==> config.mk <==
export PLATFORM = sky130hd
export DESIGN_NAME = ir_disp_scheduler
export DESIGN_NICKNAME = d
export VERILOG_FILES = /design/src/rtl/ir_disp_scheduler.sv
export SDC_FILE = /design/constraint.sdc
export NUM_CORES = 1
export LEC_CHECK = 0
export ABC_AREA = 1
export CAP_MARGIN = 5
export CORE_ASPECT_RATIO = 0.75
export CORE_UTILIZATION = 45
export CTS_CLUSTER_SIZE = 16
export DETAILED_ROUTE_END_ITERATION = 10
export GPL_TIMING_DRIVEN = 0
export PLACE_DENSITY_LB_ADDON = 0.05
export SKIP_CTS_REPAIR_TIMING = 1
export SLEW_MARGIN = 20
export SYNTH_ARGS = -nofsm -noshare
export SYNTH_HDL_FRONTEND = slang
export SYNTH_SLANG_ARGS = --single-unit
==> constraint.sdc <==
create_clock -name clk -period 2.8 [get_ports clk]
set_input_delay 0.42 -clock clk [delete_from_list [all_inputs] [get_ports clk]]
set_output_delay 0.42 -clock clk [all_outputs]
set_load 0.05 [all_outputs]
==> src/rtl/ir_disp_scheduler.sv <==
// Time-shares a 4-digit multiplexed seven-segment display between the IR address
// and IR command, with digit scanning, inter-digit blanking and leading-zero suppression.
module ir_disp_scheduler #(
    parameter int unsigned SCAN_DIV    = 256,
    parameter int unsigned BLANK       = 8,
    parameter int unsigned HOLD_FRAMES = 64
) (
    input  logic        clk,
    input  logic        reset,
    input  logic        load,
    input  logic        rep,
    input  logic [15:0] cmd_bcd,
    input  logic [15:0] addr_hex,
    output logic [3:0]  digit,
    output logic        blank,
    output logic [3:0]  sel,
    output logic        src,
    output logic        frame_tick
);

    localparam int unsigned SW = (SCAN_DIV > 1) ? $clog2(SCAN_DIV) : 1;
    localparam int unsigned HW = $clog2(HOLD_FRAMES + 1);
    localparam logic [SW-1:0] SlotLast  = SW'(SCAN_DIV - 1);
    localparam logic [SW-1:0] SlotBlank = SW'(BLANK);
    localparam logic [HW-1:0] HoldInit  = HW'(HOLD_FRAMES);

    typedef enum logic [1:0] {StIdle, StShowAddr, StShowCmd} state_e;

    state_e      state_q, state_d;
    logic [SW-1:0] slot_q, slot_d;
    logic [1:0]  idx_q, idx_d;
    logic [HW-1:0] hold_q, hold_d;
    logic        pend_load_q, pend_load_d;
    logic        pend_rep_q, pend_rep_d;
    logic [15:0] snap_q, snap_d;

    logic boundary;
    logic suppress;

    always_ff @(posedge clk or negedge reset) begin
        if (!reset) begin
            state_q     <= StIdle;
            slot_q      <= '0;
            idx_q       <= 2'd0;
            hold_q      <= '0;
            pend_load_q <= 1'b0;
            pend_rep_q  <= 1'b0;
            snap_q      <= 16'h0000;
        end else begin
            state_q     <= state_d;
            slot_q      <= slot_d;
            idx_q       <= idx_d;
            hold_q      <= hold_d;
            pend_load_q <= pend_load_d;
            pend_rep_q  <= pend_rep_d;
            snap_q      <= snap_d;
        end
    end

    always_comb begin
        boundary    = (slot_q == SlotLast) && (idx_q == 2'd3);
        slot_d      = (slot_q == SlotLast) ? '0 : slot_q + SW'(1);
        idx_d       = (slot_q == SlotLast) ? idx_q + 2'd1 : idx_q;
        state_d     = state_q;
        hold_d      = hold_q;
        pend_load_d = pend_load_q | load;
        pend_rep_d  = pend_rep_q | rep;
        snap_d      = snap_q;

        // Every branch at a boundary consumes both pending flags, including pulses
        // arriving on the boundary cycle itself.
        if (boundary) begin
            pend_load_d = 1'b0;
            pend_rep_d  = 1'b0;
            if (pend_load_q || load) begin
                state_d = StShowAddr;
                hold_d  = HoldInit;
            end else if (state_q == StShowAddr) begin
                if (pend_rep_q || rep) begin
                    hold_d = HoldInit;
                end else begin
                    if (hold_q == HW'(1)) begin
                        state_d = StShowCmd;
                    end
                    hold_d = hold_q - HW'(1);
                end
            end
            case (state_d)
                StShowAddr: snap_d = addr_hex;
                StShowCmd:  snap_d = cmd_bcd;
                default:    snap_d = snap_q;
            endcase
        end
    end

    always_comb begin
        unique case (idx_q)
            2'd0: suppress = 1'b0;
            2'd1: suppress = (snap_q[15:4] == 12'h000);
            2'd2: suppress = (snap_q[15:8] == 8'h00);
            2'd3: suppress = (snap_q[15:12] == 4'h0);
        endcase

        digit      = snap_q[{idx_q, 2'b00} +: 4];
        src        = (state_q == StShowAddr);
        frame_tick = boundary;
        sel        = 4'b1111;
        blank      = 1'b1;
        if (state_q != StIdle) begin
            if (slot_q >= SlotBlank) begin
                sel = ~(4'b0001 << idx_q);
            end
            blank = (slot_q < SlotBlank) || ((state_q == StShowCmd) && suppress);
        end
    end

endmodule

[Word-level counts from Yosys, hierarchy flattened]
Index checks and enable logic that the tools add are counted.
Cells by class
  equal/unequal tests: 9
  reductions and logical operators: 14
  bitwise logic cells: 3
  muxes and demuxes: 16
  $lt $le $gt $ge: 2
  shifts and indexed selects: 2
  add/subtract/negate cells: 3
Operators with widths (number)
  $pmux W16 S2: 1
  $mux W7: 3
  $shiftx A16 B5 Y4: 1
  $logic_not A12 Y1: 1
  $mux W2: 5
  $add A8 B1 Y8 const B: 1
  $eq A2 B2 Y1 const B: 4
  $eq A8 B8 Y1 const B: 1
  $ge A8 B4 Y1 const B: 1
  $logic_not A8 Y1: 1
  $lt A8 B4 Y1 const B: 1
  $mux W4: 2
  $mux W8: 1
  $eq A7 B1 Y1 const B: 1
  $sub A7 B1 Y7 const B: 1
  $eq A2 B1 Y1 const B: 3
  $reduce_bool A2 Y1: 3
  $logic_not A4 Y1: 1
  $not A4 Y4: 1
  $pmux W1 S4: 1
  $reduce_and A2 Y1: 2
  $shl A1 B2 Y4 const A: 1
  $logic_or A1 B1 Y1: 3
  $mux W1: 3
  4 further kinds: 6
Word-level totals
  output and inout bits: 11
  register bits after elaboration: 37
  word-level logic and storage cells: 56

[Logic depth before layout (Yosys ltp)]
  depth after elaboration: 9
  depth in mapped cells: 14
  gate-level depth less buffers: 12

[Worst setup path after synthesis]
No wires, ideal clock.
  kind: in2reg
  from: in load
  to: reg snap_q[15]
  arrival: 1.952 ns
  data required time: 2.683 ns
  stages on the path: 10
  buffers on the path: 2
  slack: 0.731 ns
  path through: nor2_1 inv_1 a21oi_1 a21boi_0 ha_1 buf_2 buf_2 mux2_2 nand2_2 o21ai_2
On the way
  word-level cells in the longest chain between the ends: 6
  elaborated cells between the ends (all ways): 8
Ends and longest elaborated chain
  start: declaration: line 10  | input logic load,
  $logic_or A1 B1 Y1 *: line 75  | if (pend_load_q || load) begin
  $mux W2 *: line 75
  $mux W2 *: line 72  | if (boundary) begin
  $eq A2 B2 Y1 / $eq A2 B1 Y1 (equally long branches): line 88  | case (state_d)
  $reduce_bool A2 Y1 (no source line)
  $reduce_and A2 Y1 (no source line)
  end signal: assignment: line 56  | snap_q <= snap_d;
  end: declaration: line 35  | logic [15:0] snap_q, snap_d;
Every way passes the cells marked *; elsewhere a longest branch is shown, timed or not. The select of a mux whose other input is x is not followed.
A chain may end at the register's enable or synchronous reset.

[Worst setup path after layout]
  from: reg slot_q[0]
  to: out frame_tick
On the way
  word-level cells in the longest chain between the ends: 2
Ends and longest elaborated chain
  start: declaration: line 30  | logic [SW-1:0] slot_q, slot_d;
  start signal: assignment: line 51  | slot_q <= slot_d;
  $eq A8 B8 Y1: line 61  | boundary = (slot_q == SlotLast) && (idx_q == 2'd3);
  $logic_and A1 B1 Y1: line 61
  end: declaration: line 18  | output logic frame_tick
No other way between the ends.

==> results.sh <==
export IMPL_violations="DRC"
export IMPL_min_period_ns=2.651
export IMPL_synth_seq_cells=37
export IMPL_critPathArrivalTime_ns=2.23
export IMPL_die_x_um=83.85
export IMPL_p_leak_uw=0.001434
export IMPL_fillCellCount=416
export IMPL_multiInputGateArea_sq_mm=0.001135
export IMPL_diodes=0
export IMPL_yosysSeqAreaShare_pct=40.95
export IMPL_hold_viol=0
export IMPL_worst_pin_slew_ns=0.5225
export IMPL_busiest_layer="met2"
export IMPL_cts_buffers=5
export IMPL_wl_um=4658
export IMPL_cpPeakStageDelay_ns=0.81
export IMPL_clkLatencyLatePin_ns=0.29
export IMPL_crit_fanout=7
export IMPL_fin_util_pct=62.95
export IMPL_drv_slew=0
export IMPL_ios=47
export IMPL_netlist_area_sq_mm=0.002261
export IMPL_gp_congestion=0.8473
export IMPL_cts_tree="yes"
export IMPL_grtUsageMet1_pct=28.05
export IMPL_grt_start_max_net_pins=27
export IMPL_holdWs_ns=0.007725
export IMPL_io_buffers=46
export IMPL_critPathKind="flop to primary output"
export IMPL_vias=1922
export IMPL_first_iter_violations=104
export IMPL_grt_use_met2_pct=30.94
export IMPL_vias_per_cell=4.916
export IMPL_ys_warn_count=0
export IMPL_cts_buffer_depth=2
export IMPL_fin_crit_sh_pct=94.69
export IMPL_core_rowCount=21
export IMPL_cp_depth=6
export IMPL_vdd_ir_drop_worst_v=0.0002914
export IMPL_antenna_found_initial=0
export IMPL_dpl_cell_count=383
export IMPL_met3_usage_pct=5.242
export IMPL_grt_pass1_vias=1822
export IMPL_die_h_um=63.39
export IMPL_wl_per_cell_um=11.91
export IMPL_root_buffer="clkbuf_8"
export IMPL_skew_ns=0.007509
export IMPL_grt_overflow=0
export IMPL_ys_top_cells_by_count="nand2_1 (70), dfrtp_1 (37), inv_1 (36)"
export IMPL_ys_async_sr_fraction_pct=100.0
export IMPL_rsz0062_at_grt="false"
export IMPL_start_util_pct=48.61
export IMPL_clock_sinks=37
export IMPL_die_area_sq_mm=0.005315
export IMPL_fmax_mhz=377.2
export IMPL_status="finished, violations left"
export IMPL_cp_num_buf_inv=2
export IMPL_setup_tns_ns=0
export IMPL_cp_slowest_cell="clkdlybuf4s50_1"
export IMPL_nets=379
export IMPL_yosysTopAreaCell="dfrtp_1"
export IMPL_drive_gt1_share_pct=13.77
export IMPL_path_clk_slew_ns=0.08
export IMPL_syn_to_final_growth_pct=29.50
export IMPL_yosysMostFrequentCell="nand2_1"
export IMPL_syn_instance_count=279
export IMPL_ys_flop_type="dfrtp_1"
export IMPL_synth_area_per_cell_sq_um=8.104
export IMPL_worst_slew_margin_rel_pct=65.06
export IMPL_instances_no_fill=391
export IMPL_setup_viol=0
export IMPL_power_density_mw_per_mm2=415.3
export IMPL_reg2regPathDepth=11
export IMPL_synth_edf_count=0
export IMPL_min_path_type="input pin to asynchronous set/reset pin"
export IMPL_register_area_sq_um=925.9
export IMPL_critical_path_top_delay_family="buffers and inverters"
export IMPL_coreArea_sq_mm=0.004651
export IMPL_htreeDepth=2
export IMPL_synthesis_nets=325
export IMPL_drc_errors=7
export IMPL_antenna_left=0
export IMPL_end_kind="primary output"
export IMPL_synth_area_leaders="dfrtp_1 (41%), nand2_1 (12%), mux2_2 (8.0%)"
export IMPL_critical_path_startpoint_type="flop"
export IMPL_grt_pass1_wl_um=8390
export IMPL_max_cap_viol_count=0
export IMPL_post_dp_hpwl_um=3591
export IMPL_synth_top_area_share_pct=40.95
export IMPL_synth_cell_types=26
export IMPL_required_ns=2.38
export IMPL_grt_usage_pct=19.80
export IMPL_cp_cell_sequence="ha_1, nand2_1, nor2_4, nand3_4, inv_1, clkdlybuf4s50_1"
export IMPL_dr_pass1_iters=7
per-stage QoR:
step           worst slack, ns  total power [uW]  cell area (sq um)
6_report                0.1486              1216               2928
4_1_cts                -0.1774              1227               2928
5_1_grt               0.002474              1268               2928
2_1_floorplan           0.7310             654.7               2261
3_5_place_dp          -0.04873             741.4               2808
3_3_place_gp          -0.01452             736.1               2793
area by class of cell:
| class | count | share of cell area, % |
|---|---|---|
| clock inverters | 2 | 1.282 |
| plain buffers | 9 | 2.222 |
| well taps | 57 | 2.436 |
| repair buffers | 47 | 16.24 |
| clock buffers | 6 | 2.821 |
| inverters | 36 | 4.615 |
| multi-input cells | 197 | 38.76 |
| flip-flops and latches | 37 | 31.62 |
cell usage in the layout, fill, tap and decap left out:
cell             netlist  routed
buf_1                  1       1
nor2_1                23      23
nand3_1               16      16
o21ai_2                4       4
dlymetal6s2s_1         0       2
o21ai_0               23      23
clkinvlp_4             0       1
ha_1                  10      10
mux2_2                16      16
o22ai_1                2       2
nand2_1               70      70
nand2_2                2       2
nand3b_1               1       1
clkbuf_8               0       6
inv_1                 36      36
buf_2                  4       5
xor2_1                 3       3
buf_12                 0       1
xnor2_1                3       3
bufinv_16              0       1
nand4_1                2       2
clkdlybuf4s50_1        0      42
o21ai_1                3       3
nor2_4                 4       4
clkbuf_2               0       1
buf_4                  1       1
nand3_4                1       1
buf_6                  3       3
nor3_1                 4       4
a21boi_0               1       1
dfrtp_1               37      37
nor3b_1                1       1
a21oi_1                8       8
metal layers:
layer / routed length [um] / part of all wire [%] / vias up
met5: 0 / 0 / -
met2: 2080 / 45 / 48
met4: 19 / 0.41 / 0
met3: 242 / 5.2 / 3
li1: - / - / 997
met1: 2316 / 50 / 874
sequential cells by signal, summed over array words and instances, names as in the netlist:
name and count:
pend_rep_q 1, idx_q 2, slot_q 8, hold_q 7, pend_load_q 1, state_q 2, snap_q 16
worst paths after layout:
kind                                            start                      to  slack [ns]
worst max-delay path              slot_q[0]$_DFF_PN0_              frame_tick        0.15
worst min-delay path                            reset     slot_q[1]$_DFF_PN0_       0.008
worst max register to register  hold_q[3]$_DFFE_PN0P_  snap_q[14]$_DFFE_PN0P_        0.41
worst min register to register    slot_q[0]$_DFF_PN0_     slot_q[0]$_DFF_PN0_        0.49
max in group asynchronous                       reset   snap_q[2]$_DFFE_PN0P_        2.35
min in group clk                  slot_q[0]$_DFF_PN0_     slot_q[0]$_DFF_PN0_        0.49
logic make-up (layout without fill, tap and decap cells):
group	count (synthesis)	count (layout)	share of synthesized area, %
flip-flops	37	37	40.95
AO/OA/AOI/OAI	41	41	9.961
adder cells (fa/ha/maj)	10	10	5.534
AND/OR/NAND/NOR	124	124	24.41
buffers and inverters	45	100	8.854
XOR/XNOR	6	6	2.325
multiplexers	16	16	7.969
power breakdown:
part / switching (uW) / internal (uW)
Combinational: 71.9 / 82.0
Sequential: 16.0 / 561
Clock: 196 / 290
(Power assumes the default switching activity.)
